$ cat src/rtl/bitplane_fetch_window_if.sv
// Beam position, register bus and bitplane DMA sequencer outputs of the bitplane fetch window.
interface bitplane_fetch_window_if;
    logic [8:0]  hpos;
    logic [10:0] vpos;
    logic        vbl;
    logic        eof;
    logic [15:0] datain;
    logic [7:0]  regaddressin;
    logic        vdiw;
    logic        ddf_active;
    logic        dma_req;
    logic [2:0]  plane;
    logic        plane0_fetch;
    logic        mod_add;

    modport master (
        output hpos, vpos, vbl, eof, datain, regaddressin,
        input  vdiw, ddf_active, dma_req, plane, plane0_fetch, mod_add
    );

    modport slave (
        input  hpos, vpos, vbl, eof, datain, regaddressin,
        output vdiw, ddf_active, dma_req, plane, plane0_fetch, mod_add
    );
endinterface

$ cat src/rtl/bitplane_fetch_window.sv
// Vertical display window, horizontal data-fetch window and per-CCK bitplane DMA slot sequencer
// driven by the beam counter; emits the end-of-line modulo strobe.
module bitplane_fetch_window #(
    parameter logic [7:0] DDF_LIMIT = 8'hD8,
    parameter int         BLOCK_LEN = 8
) (
    input logic                    clk,
    input logic                    reset,
    bitplane_fetch_window_if.slave bus
);
    // Register addresses as seen on regaddressin (byte address bits [8:1])
    localparam logic [7:0] ADDR_DIWSTRT = 8'h47;
    localparam logic [7:0] ADDR_DIWSTOP = 8'h48;
    localparam logic [7:0] ADDR_DDFSTRT = 8'h49;
    localparam logic [7:0] ADDR_DDFSTOP = 8'h4A;
    localparam logic [7:0] ADDR_BPLCON0 = 8'h80;

    // 1-based plane per slot, k=7 in the top field; 0 marks a free slot
    localparam logic [23:0] LORES_MAP = {3'd1, 3'd5, 3'd3, 3'd0, 3'd2, 3'd6, 3'd4, 3'd0};
    localparam logic [23:0] HIRES_MAP = {3'd1, 3'd3, 3'd2, 3'd4, 3'd1, 3'd3, 3'd2, 3'd4};
    localparam logic [2:0]  K_LAST    = 3'(BLOCK_LEN - 1);

    typedef enum logic [1:0] {IDLE, FETCH, LAST} state_t;

    state_t      state_reg, state_next;
    logic [2:0]  k_reg;
    logic [8:0]  block_start_reg;
    logic [7:0]  vstart_reg, vstop_reg, ddfstrt_reg, ddfstop_reg;
    logic        vstop_msb_reg;
    logic        hires_reg;
    logic [2:0]  bpu_reg;
    logic        vdiw_reg, ddf_active_reg, dma_req_reg, plane0_fetch_reg, mod_add_reg;
    logic [2:0]  plane_reg;

    logic [2:0]  bpu_eff;
    logic [8:0]  vstart, vstop;
    logic [7:0]  fstart, fstop, cck;
    logic        cck_end, wrap, stop_hit, limit_hit, start_ok;
    logic [8:0]  next_start;
    logic [2:0]  slot_num [8];
    logic [7:0]  slot_req;
    logic        unused_vpos;

    assign unused_vpos = ^bus.vpos[10:9];

    assign bpu_eff = (bpu_reg > 3'd6) ? 3'd4 : bpu_reg;
    assign vstart  = {1'b0, vstart_reg};
    assign vstop   = {~vstop_msb_reg, vstop_reg};
    assign fstart  = hires_reg ? {ddfstrt_reg[7:2], 2'b00} : {ddfstrt_reg[7:3], 3'b000};
    assign fstop   = hires_reg ? {ddfstop_reg[7:2], 2'b00} : {ddfstop_reg[7:3], 3'b000};
    assign cck     = bus.hpos[8:1];
    assign cck_end = bus.hpos[0];
    assign wrap    = cck_end && (k_reg == K_LAST) && (state_reg != IDLE);

    assign next_start = block_start_reg + 9'(BLOCK_LEN);
    // A stop set before the start is never reached this line, so only the hardware limit ends it
    assign stop_hit   = (fstop >= fstart) && (block_start_reg >= {1'b0, fstop});
    assign limit_hit  = next_start > {1'b0, DDF_LIMIT};
    assign start_ok   = !cck_end && (cck == fstart) && vdiw_reg &&
                        (bpu_eff != 3'd0) && (fstart <= DDF_LIMIT);

    genvar gi;
    generate
        for (gi = 0; gi < 8; gi++) begin : g_slot
            assign slot_num[gi] = hires_reg ? HIRES_MAP[gi*3 +: 3] : LORES_MAP[gi*3 +: 3];
            assign slot_req[gi] = (slot_num[gi] != 3'd0) && (slot_num[gi] <= bpu_eff);
        end
    endgenerate

    always_ff @(posedge clk) begin
        if (reset) begin
            vstart_reg    <= '0;
            vstop_reg     <= '0;
            vstop_msb_reg <= 1'b0;
            ddfstrt_reg   <= '0;
            ddfstop_reg   <= '0;
            hires_reg     <= 1'b0;
            bpu_reg       <= '0;
        end else begin
            case (bus.regaddressin)
                ADDR_DIWSTRT: vstart_reg <= bus.datain[15:8];
                ADDR_DIWSTOP: begin
                    vstop_reg     <= bus.datain[15:8];
                    vstop_msb_reg <= bus.datain[15];
                end
                ADDR_DDFSTRT: ddfstrt_reg <= bus.datain[7:0];
                ADDR_DDFSTOP: ddfstop_reg <= bus.datain[7:0];
                ADDR_BPLCON0: begin
                    hires_reg <= bus.datain[15];
                    bpu_reg   <= bus.datain[14:12];
                end
                default: ;
            endcase
        end
    end

    always_comb begin
        state_next = state_reg;
        case (state_reg)
            IDLE:    if (start_ok) state_next = FETCH;
            FETCH:   if (stop_hit || limit_hit) state_next = LAST;
            LAST:    if (wrap) state_next = IDLE;
            default: state_next = IDLE;
        endcase
    end

    always_ff @(posedge clk) begin
        if (reset) begin
            state_reg        <= IDLE;
            k_reg            <= '0;
            block_start_reg  <= '0;
            vdiw_reg         <= 1'b0;
            ddf_active_reg   <= 1'b0;
            dma_req_reg      <= 1'b0;
            plane_reg        <= '0;
            plane0_fetch_reg <= 1'b0;
            mod_add_reg      <= 1'b0;
        end else begin
            state_reg      <= state_next;
            ddf_active_reg <= (state_next != IDLE);
            mod_add_reg    <= (state_reg == LAST) && wrap;

            if (state_reg == IDLE) begin
                if (state_next == FETCH) begin
                    k_reg           <= '0;
                    block_start_reg <= {1'b0, fstart};
                end
            end else if (cck_end) begin
                k_reg <= wrap ? 3'd0 : k_reg + 3'd1;
                if (wrap) block_start_reg <= next_start;
            end

            // Slot decision lands at the CCK boundary and is held for the whole following CCK
            if (cck_end) begin
                dma_req_reg      <= (state_reg != IDLE) && slot_req[k_reg];
                plane_reg        <= ((state_reg != IDLE) && slot_req[k_reg]) ?
                                    3'(slot_num[k_reg] - 3'd1) : 3'd0;
                plane0_fetch_reg <= (state_reg != IDLE) && slot_req[k_reg] &&
                                    (slot_num[k_reg] == 3'd1);
            end

            if (bus.vbl || bus.eof) begin
                vdiw_reg <= 1'b0;
            end else if (bus.hpos == 9'd4) begin
                if (bus.vpos[8:0] == vstop)       vdiw_reg <= 1'b0;
                else if (bus.vpos[8:0] == vstart) vdiw_reg <= 1'b1;
            end
        end
    end

    assign bus.vdiw         = vdiw_reg;
    assign bus.ddf_active   = ddf_active_reg;
    assign bus.dma_req      = dma_req_reg;
    assign bus.plane        = plane_reg;
    assign bus.plane0_fetch = plane0_fetch_reg;
    assign bus.mod_add      = mod_add_reg;
endmodule

$ cat src/flat_wrapper.sv
// flat-port wrapper written by rule: the top's interface ports become plain ports
module bitplane_fetch_window_flat 
#(
    parameter logic [7:0] DDF_LIMIT = 8'hD8,
    parameter int         BLOCK_LEN = 8
)
  (clk, reset, bus_hpos, bus_vpos, bus_vbl, bus_eof, bus_datain, bus_regaddressin, bus_vdiw, bus_ddf_active, bus_dma_req, bus_plane, bus_plane0_fetch, bus_mod_add);
  bitplane_fetch_window_if bus_i ();
  input logic clk;
  input logic reset;
  input wire logic [$bits(bus_i.hpos)-1:0] bus_hpos;
  input wire logic [$bits(bus_i.vpos)-1:0] bus_vpos;
  input wire logic [$bits(bus_i.vbl)-1:0] bus_vbl;
  input wire logic [$bits(bus_i.eof)-1:0] bus_eof;
  input wire logic [$bits(bus_i.datain)-1:0] bus_datain;
  input wire logic [$bits(bus_i.regaddressin)-1:0] bus_regaddressin;
  output wire logic [$bits(bus_i.vdiw)-1:0] bus_vdiw;
  output wire logic [$bits(bus_i.ddf_active)-1:0] bus_ddf_active;
  output wire logic [$bits(bus_i.dma_req)-1:0] bus_dma_req;
  output wire logic [$bits(bus_i.plane)-1:0] bus_plane;
  output wire logic [$bits(bus_i.plane0_fetch)-1:0] bus_plane0_fetch;
  output wire logic [$bits(bus_i.mod_add)-1:0] bus_mod_add;
  assign bus_i.hpos = bus_hpos;
  assign bus_i.vpos = bus_vpos;
  assign bus_i.vbl = bus_vbl;
  assign bus_i.eof = bus_eof;
  assign bus_i.datain = bus_datain;
  assign bus_i.regaddressin = bus_regaddressin;
  assign bus_vdiw = bus_i.vdiw;
  assign bus_ddf_active = bus_i.ddf_active;
  assign bus_dma_req = bus_i.dma_req;
  assign bus_plane = bus_i.plane;
  assign bus_plane0_fetch = bus_i.plane0_fetch;
  assign bus_mod_add = bus_i.mod_add;
  bitplane_fetch_window #(.DDF_LIMIT(DDF_LIMIT), .BLOCK_LEN(BLOCK_LEN)) u_core (.clk(clk), .reset(reset), .bus(bus_i));
endmodule
$ cat config.mk
export PLATFORM = sky130hd
export DESIGN_NAME = bitplane_fetch_window_flat
export DESIGN_NICKNAME = d
export VERILOG_FILES = /design/src/rtl/bitplane_fetch_window_if.sv /design/src/rtl/bitplane_fetch_window.sv /design/src/flat_wrapper.sv
export SDC_FILE = /design/constraint.sdc
export NUM_CORES = 1
export LEC_CHECK = 0
export BUFFER_PORTS_ARGS = -buffer_cell sky130_fd_sc_hd__buf_4
export CAP_MARGIN = 10
export CORE_ASPECT_RATIO = 2
export CORE_MARGIN = 5
export CORE_UTILIZATION = 30
export CTS_BUF_LIST = sky130_fd_sc_hd__clkbuf_2
export CTS_CLUSTER_SIZE = 24
export DETAILED_ROUTE_END_ITERATION = 7
export SYNTH_ARGS = -nofsm -noshare
export SYNTH_HDL_FRONTEND = slang
export SYNTH_SLANG_ARGS = --single-unit
$ cat constraint.sdc
create_clock -name clk -period 3.3 [get_ports clk]
set_input_delay 0.33 -clock clk [delete_from_list [all_inputs] [get_ports clk]]
set_output_delay 0.33 -clock clk [all_outputs]
set_load 0.01 [all_outputs]
==> impl_metrics.env, run 1 <==
export IMPL_synth_enable_flop_cells=0
export IMPL_crit_type="reg2reg"
export IMPL_routedWlPerCell_um=15.0
export IMPL_power_per_cell_area_nw_per_um2=283
export IMPL_maxSlewViolCount=0
export IMPL_max_freq_mhz=392
export IMPL_netlist_area_um2=3180
export IMPL_cts_sinks=52
export IMPL_postSynthAreaPerCell_um2=8.74
export IMPL_layout_drive_gt1_share=0.161
export IMPL_fin_cells=548
export IMPL_grt_pass1_vias=2892
export IMPL_r2r_start="u_core.hires_reg$_SDFFE_PP0N_"
export IMPL_syn_inst=364
export IMPL_reg2reg_depth=7
export IMPL_max_slew_worst_pin_slew_ns=0.981
export IMPL_vias_per_cell=5.14
export IMPL_synthToLayoutAreaGrowth_pct=17.8
export IMPL_end_kind="register"
export IMPL_grt_pass1_wl_mm=13.8
export IMPL_core_area_um2=10500
export IMPL_vdd_drop_max_uv=242
export IMPL_tns_ns=0
export IMPL_die_area_um2=12900
export IMPL_post_synth_top_count_cell="dfxtp_1"
export IMPL_synth_top_area_cell="dfxtp_1"
export IMPL_routed_wl_mm=8.25
export IMPL_rsz0062_at_grt="no"
export IMPL_postRouteAntennaNets=0
export IMPL_synth_top_area_frac=0.327
export IMPL_synthesis_nets=438
export IMPL_synth_seq_cells=52
export IMPL_cts_tree="done"
export IMPL_maxCapViolations=0
export IMPL_status="finished, final reports clean"
export IMPL_num_rows=53
export IMPL_hpwlAfterDp_mm=6.48
export IMPL_dieHeight_um=156
export IMPL_holdCritStartpoint="bus_datain[6]"
export IMPL_die_x_um=82.8
export IMPL_cellLeakagePower_nw=1.59
export IMPL_yosys_top_cells_count="dfxtp_1, nor2_1, mux2i_1, ha_1, inv_1"
export IMPL_synth_warnings=0
export IMPL_yosysSeqAreaShare=0.327
export IMPL_clk_path_buf_depth=2
export IMPL_setup_viol=0
export IMPL_grt_max_degree=56
export IMPL_synth_area_leaders="dfxtp_1, mux2i_1, ha_1"
export IMPL_dp_cells=539
export IMPL_period_share=0.773
export IMPL_first_pass_iters=4
export IMPL_vias=2814
export IMPL_cts_max_level=2
export IMPL_grt_usage=0.131
export IMPL_worstPathRequired_ns=3.73
export IMPL_dr_first_iter_drc_count=158
export IMPL_hp_class="in2reg"
export IMPL_finClkSkew_ns=0.0347
export IMPL_synthFlopType="dfxtp_1"
export IMPL_grt_overflow=0
export IMPL_cts_setup_buffers=0
export IMPL_postCtsHoldBufs=0
export IMPL_antenna_found_initial=1
export IMPL_cp_max_fo=13
export IMPL_hold_violations=0
export IMPL_rr_endpoint="u_core.bus.plane[0]$_SDFFE_PP0P_"
export IMPL_start_kind="register"
export IMPL_worstHoldPathCells=3
export IMPL_cts_made_buffers=5
export IMPL_place_congestion=0.830
export IMPL_drcViolationCount=0
export IMPL_period_needed_ns=2.55
export IMPL_layout_nets=483
export IMPL_io_buffer_count=51
export IMPL_ys_async_sr_fraction=0
export IMPL_path_clk_slew_ns=0.28
export IMPL_cts_resized_gates=0
export IMPL_rrSetupSlack_ns=0.75
export IMPL_critPathArrivalTime_ns=2.98
export IMPL_root_buffer="clkbuf_2"
export IMPL_holdPathEnd="u_core.ddfstrt_reg[6]$_SDFFE_PP0N_"
export IMPL_hold_ws_ns=0.0879
export IMPL_clock_latency_ns=0.46
export IMPL_ioPinCount=56
export IMPL_initial_core_util=0.304
export IMPL_maxSlewHeadroom=0.343
export IMPL_synth_distinct_cells=56
-- metal layers --
layer	GRT usage	wire length, µm	vias up
met5	0	0	-
met4	0.0631	276	0
met2	0.261	4700	57
met1	0.131	3060	1337
met3	0.0153	214	15
li1	-	-	1405
-- area by class of cell --
cell class	count	area, µm²
antenna	1	2.50
clock buffer	6	30.0
clock inverter	2	35.0
fill	1168	6730
inverter	19	71.3
multi-input combinational	280	2010
sequential	52	1040
tap	137	171
timing repair buffer	51	383
-- worst max-delay path: stages (launching register included) --
cell and delay [ns]:
dfxtp_1 0.71, inv_1 0.28, ha_1 0.41, nor2b_1 0.15
o21ai_0 0.17, o2111ai_1 0.13, a31oi_1 0.47, a32o_1 0.24
-- layout by cell type (no fill, tap or decap), drive strengths merged, types with 3 or more instances in the layout --
| master | Yosys | layout |
|---|---|---|
| a31oi | 5 | 5 |
| xor2 | 15 | 15 |
| nand4b | 3 | 3 |
| nor2 | 51 | 51 |
| nand2b | 5 | 5 |
| a21oi | 11 | 11 |
| clkbuf | 7 | 6 |
| and3 | 4 | 4 |
| ha | 26 | 26 |
| xnor2 | 6 | 6 |
| mux2i | 34 | 34 |
| o21ai | 8 | 8 |
| inv | 19 | 19 |
| a22o | 3 | 3 |
| or3 | 3 | 3 |
| nor2b | 5 | 5 |
| nand3 | 17 | 17 |
| nor4 | 3 | 3 |
| a2111o | 3 | 3 |
| o211ai | 3 | 3 |
| dfxtp | 52 | 52 |
| nand4 | 5 | 5 |
| nand2 | 15 | 15 |
| nor3b | 5 | 5 |
| o31ai | 4 | 4 |
| buf | 6 | 51 |
| nor3 | 13 | 13 |
-- metrics by stage --
step           power [W]  cell area (µm²)  setup slack (ns)   util
2_1_floorplan   0.000675             3180              1.16      -
3_3_place_gp    0.000734             3680             0.867  0.351
3_5_place_dp    0.000735             3680             0.764  0.351
4_1_cts          0.00107             3750             0.747  0.358
5_1_grt          0.00111             3750             0.521  0.358
6_report         0.00106             3750             0.750  0.358
-- worst max-delay path by stage --
stage	slack [ns]	to	cells past startpoint	from
2_1_floorplan	1.16	u_core.bus.plane0_fetch$_SDFFE_PP0P_	8	u_core.hires_reg$_SDFFE_PP0N_
3_3_place_gp	0.87	u_core.bus.plane0_fetch$_SDFFE_PP0P_	7	u_core.hires_reg$_SDFFE_PP0N_
3_5_place_dp	0.76	u_core.bus.plane[0]$_SDFFE_PP0P_	7	u_core.hires_reg$_SDFFE_PP0N_
4_1_cts	0.75	u_core.bus.plane[0]$_SDFFE_PP0P_	7	u_core.hires_reg$_SDFFE_PP0N_
5_1_grt	0.52	u_core.bus.plane[0]$_SDFFE_PP0P_	7	u_core.hires_reg$_SDFFE_PP0N_
6_report	0.75	u_core.bus.plane[0]$_SDFFE_PP0P_	7	u_core.hires_reg$_SDFFE_PP0N_
-- where the power goes --
group / switching (W) / internal (W) / leakage, nW
logic: 0.0000442 / 0.0000466 / 1.13
registers: 0.000000999 / 0.000631 / 0.419
clock network: 0.000209 / 0.000130 / 0.0430
total: 0.000254 / 0.000808 / 1.59
-- kinds of logic (layout without fill, tap and decap cells) --
kind of cell / after synthesis / in the layout / synth area share
xor+xnor: 21 / 21 / 0.0578
simple gates: 136 / 136 / 0.215
fa+ha+maj: 26 / 26 / 0.102
buf+inv: 32 / 78 / 0.0401
flops: 52 / 52 / 0.327
other cells: 0 / 1 / 0
mux: 34 / 34 / 0.107
compound gates: 63 / 63 / 0.151
No activity file was read; power rests on OpenSTA's default activity.
==> inputs of run 2 (changes only) <==
- clock period: 3.3 -> 2.3 ns (I/O delays scaled with it)
==> run 2 against run 1 <==
  * Cell count is 4.2% higher
  * Critical endpoint is now u_core.bus.plane0_fetch$_SDFFE_PP0P_
  * Die area stayed put
  * Sequential power is 44% higher
  * Setup slack worse by 0.58 ns
  * Register-to-register slack worse by 0.58 ns
  * Cell area is 5.3% higher
  * Flip-flop and latch count stayed put
  * Critical path depth stayed put
  * Count of clock-buffer cells in the layout is 1 lower
  * Global-route usage is 0.23 points higher
  * Clock skew is 0.0031 ns lower
==> impl_metrics.env, run 2 (synthesis results as in run 1) <==
export IMPL_vias=2881
export IMPL_first_pass_iters=4
export IMPL_layout_drive_gt1_share=0.182
export IMPL_layout_commonest_cell="buf_4"
export IMPL_period_needed_ns=2.13
export IMPL_clk_path_buf_depth=2
export IMPL_postRouteAntennaNets=0
export IMPL_maxSlewHeadroom=0.597
export IMPL_maxSlewViolCount=0
export IMPL_cts_made_buffers=5
export IMPL_crit_type="reg2reg"
export IMPL_cp_max_fo=7
export IMPL_rsz0062_at_grt="no"
export IMPL_tns_ns=0
export IMPL_layout_nets=506
export IMPL_io_buffer_count=51
export IMPL_finClkSkew_ns=0.0316
export IMPL_dr_first_iter_drc_count=150
export IMPL_end_kind="register"
export IMPL_place_congestion=0.831
export IMPL_clock_latency_ns=0.47
export IMPL_switching_share=0.243
export IMPL_routed_wl_mm=8.58
export IMPL_setup_viol=0
export IMPL_ioPinCount=56
export IMPL_max_freq_mhz=470
export IMPL_grt_pass1_vias=3002
export IMPL_max_slew_worst_pin_slew_ns=0.604
export IMPL_p_seq_frac=0.589
export IMPL_initial_core_util=0.304
export IMPL_worstPathRequired_ns=2.74
export IMPL_die_x_um=82.8
export IMPL_cellLeakagePower_nw=1.69
export IMPL_cts_sinks=52
export IMPL_hold_ws_ns=0.0296
export IMPL_synthToLayoutAreaGrowth_pct=24.1
export IMPL_hold_violations=0
export IMPL_cts_tree="done"
export IMPL_p_int_w=0.00117
export IMPL_hpwlAfterDp_mm=6.83
export IMPL_num_rows=53
export IMPL_grt_pass1_wl_mm=14.0
export IMPL_drcViolationCount=0
export IMPL_power_per_cell_area_nw_per_um2=390
export IMPL_path_clk_slew_ns=0.29
export IMPL_cts_setup_buffers=0
export IMPL_grt_usage=0.133
export IMPL_postCtsHoldBufs=10
export IMPL_power_frac_clock=0.316
export IMPL_root_buffer="clkbuf_2"
export IMPL_antenna_found_initial=1
export IMPL_hp_class="in2reg"
export IMPL_layout_common_cells="buf_4, dfxtp_1, nor2_1, mux2i_1, ha_1"
export IMPL_critPathArrivalTime_ns=2.57
export IMPL_cts_max_level=2
export IMPL_maxCapViolations=0
export IMPL_vdd_drop_max_uv=497
export IMPL_switchingPower_w=0.000374
export IMPL_period_share=0.925
export IMPL_routedWlPerCell_um=15.0
export IMPL_die_area_um2=12900
export IMPL_core_area_um2=10500
export IMPL_cts_resized_gates=0
export IMPL_start_kind="register"
export IMPL_vias_per_cell=5.05
export IMPL_status="finished, final reports clean"
export IMPL_dieHeight_um=156
export IMPL_pwr_share_comb=0.095
export IMPL_grt_overflow=0
export IMPL_grt_max_degree=56
-- run 2: changes by cell type in the layout (fill, tap and decap cells not counted), sizes merged --
| cell | change |
|---|---|
| buf | +13 |
| dlygate4sd3 | +10 |
| clkbuf | -1 |
| clkinvlp | +1 |
-- run 2: power groups by stage --
stage	clock network (W)	logic, W	registers (W)
2_1_floorplan	0	0.0000452	0.000923
3_3_place_gp	0	0.000131	0.000923
3_5_place_dp	0	0.000133	0.000923
4_1_cts	0.000503	0.000147	0.000907
5_1_grt	0.000539	0.000159	0.000909
6_report	0.000486	0.000146	0.000907
-- run 2: worst max-delay path, stage by stage (launching register included) --
cell,delay [ns]
dfxtp_1,0.51
inv_1,0.20
ha_1,0.38
nor2b_1,0.14
o211ai_1,0.14
o311ai_0,0.13
a31oi_1,0.40
a32o_1,0.23
-- run 2: layer usage --
metal,track usage,up-vias,part of all wire,routed length [µm]
li1,-,1445,-,-
met1,0.126,1375,0.36,3110
met2,0.273,45,0.58,5000
met3,0.0174,16,0.024,203
met4,0.0655,0,0.031,265
met5,0,-,0,0
-- run 2: path summary, 6_finish.rpt --
check	start	to	slack, ns	cells after the start
worst min register to register	u_core.block_start_reg[2]$_SDFFE_PP0P_	u_core.block_start_reg[2]$_SDFFE_PP0P_	0.50	2
worst max-delay path	u_core.hires_reg$_SDFFE_PP0N_	u_core.bus.plane0_fetch$_SDFFE_PP0P_	0.17	7
worst min-delay path	bus_datain[3]	u_core.ddfstrt_reg[3]$_SDFFE_PP0N_	0.03	3
worst max register to register	u_core.hires_reg$_SDFFE_PP0N_	u_core.bus.plane0_fetch$_SDFFE_PP0P_	0.17	7
-- run 2: per-stage QoR --
| stage | std cells | power (W) | util | setup slack [ns] | cell area [µm²] |
|---|---|---|---|---|---|
| 2_1_floorplan | 364 | 0.000968 | - | 0.160 | 3180 |
| 3_3_place_gp | 552 | 0.00105 | 0.361 | 0.209 | 3780 |
| 3_5_place_dp | 552 | 0.00106 | 0.361 | 0.160 | 3780 |
| 4_1_cts | 570 | 0.00156 | 0.377 | 0.155 | 3950 |
| 5_1_grt | 571 | 0.00161 | 0.377 | 0.00622 | 3950 |
| 6_report | 571 | 0.00154 | 0.377 | 0.172 | 3950 |
-- run 2: final cells by class --
| type | instances | area [µm²] |
|---|---|---|
| clock inverter | 3 | 42.5 |
| timing repair buffer | 74 | 581 |
| multi-input combinational | 280 | 2010 |
| fill | 1145 | 6530 |
| antenna | 1 | 2.50 |
| clock buffer | 5 | 25.0 |
| inverter | 19 | 71.3 |
| sequential | 52 | 1040 |
| tap | 137 | 171 |
==> inputs of run 3 (changes only) <==
- CTS_BUF_LIST: sky130_fd_sc_hd__clkbuf_2 -> sky130_fd_sc_hd__clkbuf_4 sky130_fd_sc_hd__clkbuf_8
==> run 3 against run 2 <==
  * Non-clock buffer count fell by 10
  * Largest power group unchanged
  * Setup slack improved by 0.030 ns
  * Largest cell class unchanged
  * Cell count fell by 1.9%
  * Register-to-register slack improved by 0.03 ns
  * Die area did not move
  * First-iteration DRC count fell by 23%
  * Clock power rose by 33%
  * Count of clock-buffer cells in the layout did not move
  * Utilization fell by 0.56 points
==> impl_metrics.env, run 3 (synthesis results as in run 1) <==
export IMPL_status="finished, final reports clean"
export IMPL_cp_max_fo=7
export IMPL_start_kind="register"
export IMPL_hp_class="in2reg"
export IMPL_postCtsHoldBufs=0
export IMPL_vias_per_cell=5.09
export IMPL_routed_wl_mm=8.40
export IMPL_routedWlPerCell_um=15.0
export IMPL_synthToLayoutAreaGrowth_pct=22.2
export IMPL_top_layer_used="met4"
export IMPL_clk_path_buf_depth=2
export IMPL_period_needed_ns=2.10
export IMPL_die_area_um2=12900
export IMPL_finClkSkew_ns=0.0108
export IMPL_max_slew_worst_pin_slew_ns=0.592
export IMPL_max_freq_mhz=477
export IMPL_met3_length_um=238
export IMPL_diodes=0
export IMPL_io_buffer_count=51
export IMPL_layout_drive_gt1_share=0.187
export IMPL_hold_violations=0
export IMPL_maxSlewHeadroom=0.605
export IMPL_place_congestion=0.831
export IMPL_preCtsSetupSlack_ns=0.160
export IMPL_end_kind="register"
export IMPL_path_cells="inv_1 -> ha_1 -> nor2b_1 -> o21ai_0 -> o2111ai_1 -> a31oi_1 -> a32o_1"
export IMPL_worstPathBufferInverterCount=1
export IMPL_grt_overflow=0
export IMPL_path_clk_slew_ns=0.10
export IMPL_worst_slack_ns=0.202
export IMPL_antenna_found_initial=0
export IMPL_cts_tree="done"
export IMPL_power_per_cell_area_nw_per_um2=432
export IMPL_grt_pass1_wl_mm=13.8
export IMPL_cts_made_buffers=5
export IMPL_rsz0062_at_grt="no"
export IMPL_vias=2853
export IMPL_clock_latency_ns=0.32
export IMPL_dieHeight_um=156
export IMPL_ioPinCount=56
export IMPL_dr_first_iter_drc_count=116
export IMPL_root_buffer="clkbuf_8"
export IMPL_m1WireLength_mm=3.02
export IMPL_slowest_stage="dfxtp_1"
export IMPL_period_share=0.912
export IMPL_cpLargestDelayFamily="compound AO/OA/AOI/OAI gates"
export IMPL_initial_core_util=0.304
export IMPL_tns_ns=0
export IMPL_maxSlewViolCount=0
export IMPL_cts_resized_gates=0
export IMPL_cellLeakagePower_nw=1.66
export IMPL_num_rows=53
export IMPL_core_area_um2=10500
export IMPL_layout_commonest_cell="buf_4"
export IMPL_die_x_um=82.8
export IMPL_dr_wl_met2_mm=4.77
export IMPL_critPathArrivalTime_ns=2.37
export IMPL_layout_nets=496
export IMPL_grt_pass1_vias=2943
export IMPL_hpwlAfterDp_mm=6.83
export IMPL_crit_type="reg2reg"
export IMPL_first_pass_iters=4
export IMPL_setup_viol=0
export IMPL_cts_setup_buffers=0
export IMPL_slowest_delay_ns=0.45
export IMPL_grt_usage=0.132
export IMPL_drcViolationCount=0
export IMPL_grt_max_degree=56
export IMPL_cts_max_level=2
export IMPL_worstPathRequired_ns=2.58
export IMPL_postRouteAntennaNets=0
export IMPL_layout_common_cells="buf_4, dfxtp_1, nor2_1, mux2i_1, ha_1"
export IMPL_vdd_drop_max_uv=441
export IMPL_maxCapViolations=0
export IMPL_cts_sinks=52
==> run 3: cell types whose count changed in the layout (fill, tap and decap cells not counted), sizes merged <==
cell,delta
dlygate4sd3,-10
diode,-1
==> run 3: final cells by class <==
| type | instances | area (µm²) |
|---|---|---|
| clock buffers | 5 | 68.8 |
| multi-input cells | 280 | 2010 |
| well taps | 137 | 171 |
| fillers | 1151 | 6590 |
| inverters | 19 | 71.3 |
| flip-flops and latches | 52 | 1040 |
| clock inverters | 3 | 42.5 |
| repair buffers | 64 | 480 |
==> run 3: path summary, 6_finish.rpt <==
check	startpoint	to	slack [ns]	cells after the start
hold / removal	bus_datain[10]	u_core.vstop_reg[2]$_SDFFE_PP0N_	0.15	3
hold reg to reg	u_core.bus.dma_req$_SDFFE_PP0P_	u_core.bus.dma_req$_SDFFE_PP0P_	0.47	1
setup reg to reg	u_core.hires_reg$_SDFFE_PP0N_	u_core.bus.plane0_fetch$_SDFFE_PP0P_	0.20	7
setup / recovery	u_core.hires_reg$_SDFFE_PP0N_	u_core.bus.plane0_fetch$_SDFFE_PP0P_	0.20	7
==> run 3: worst min-delay path, cell delays in order <==
cell and delay, ns:
buf_4 0.09, mux2i_1 0.06, nor2_1 0.07
==> run 3: stage by stage <==
step	utilization	cell area [µm²]	hold WS, ns	instances	total power, W
final	0.371	3890	0.149	560	0.00168
after detailed placement	0.361	3780	0.446	552	0.00106
after floorplan	-	3180	0.373	364	0.000968
after global routing	0.371	3890	0.157	560	0.00175
after global placement	0.361	3780	0.446	552	0.00105
after CTS	0.371	3890	0.146	560	0.00170
==> run 3: metal layers <==
layer / up-vias / global-route usage
met5: - / 0
met4: 0 / 0.0787
met3: 23 / 0.0211
met2: 62 / 0.262
met1: 1348 / 0.123
li1: 1420 / -
==> run 3: power breakdown <==
| group | internal [W] | switching (W) | total [W] |
|---|---|---|---|
| clock | 0.000322 | 0.000324 | 0.000647 |
| sequential | 0.000901 | 0.00000117 | 0.000902 |
| combinational | 0.0000672 | 0.0000638 | 0.000131 |
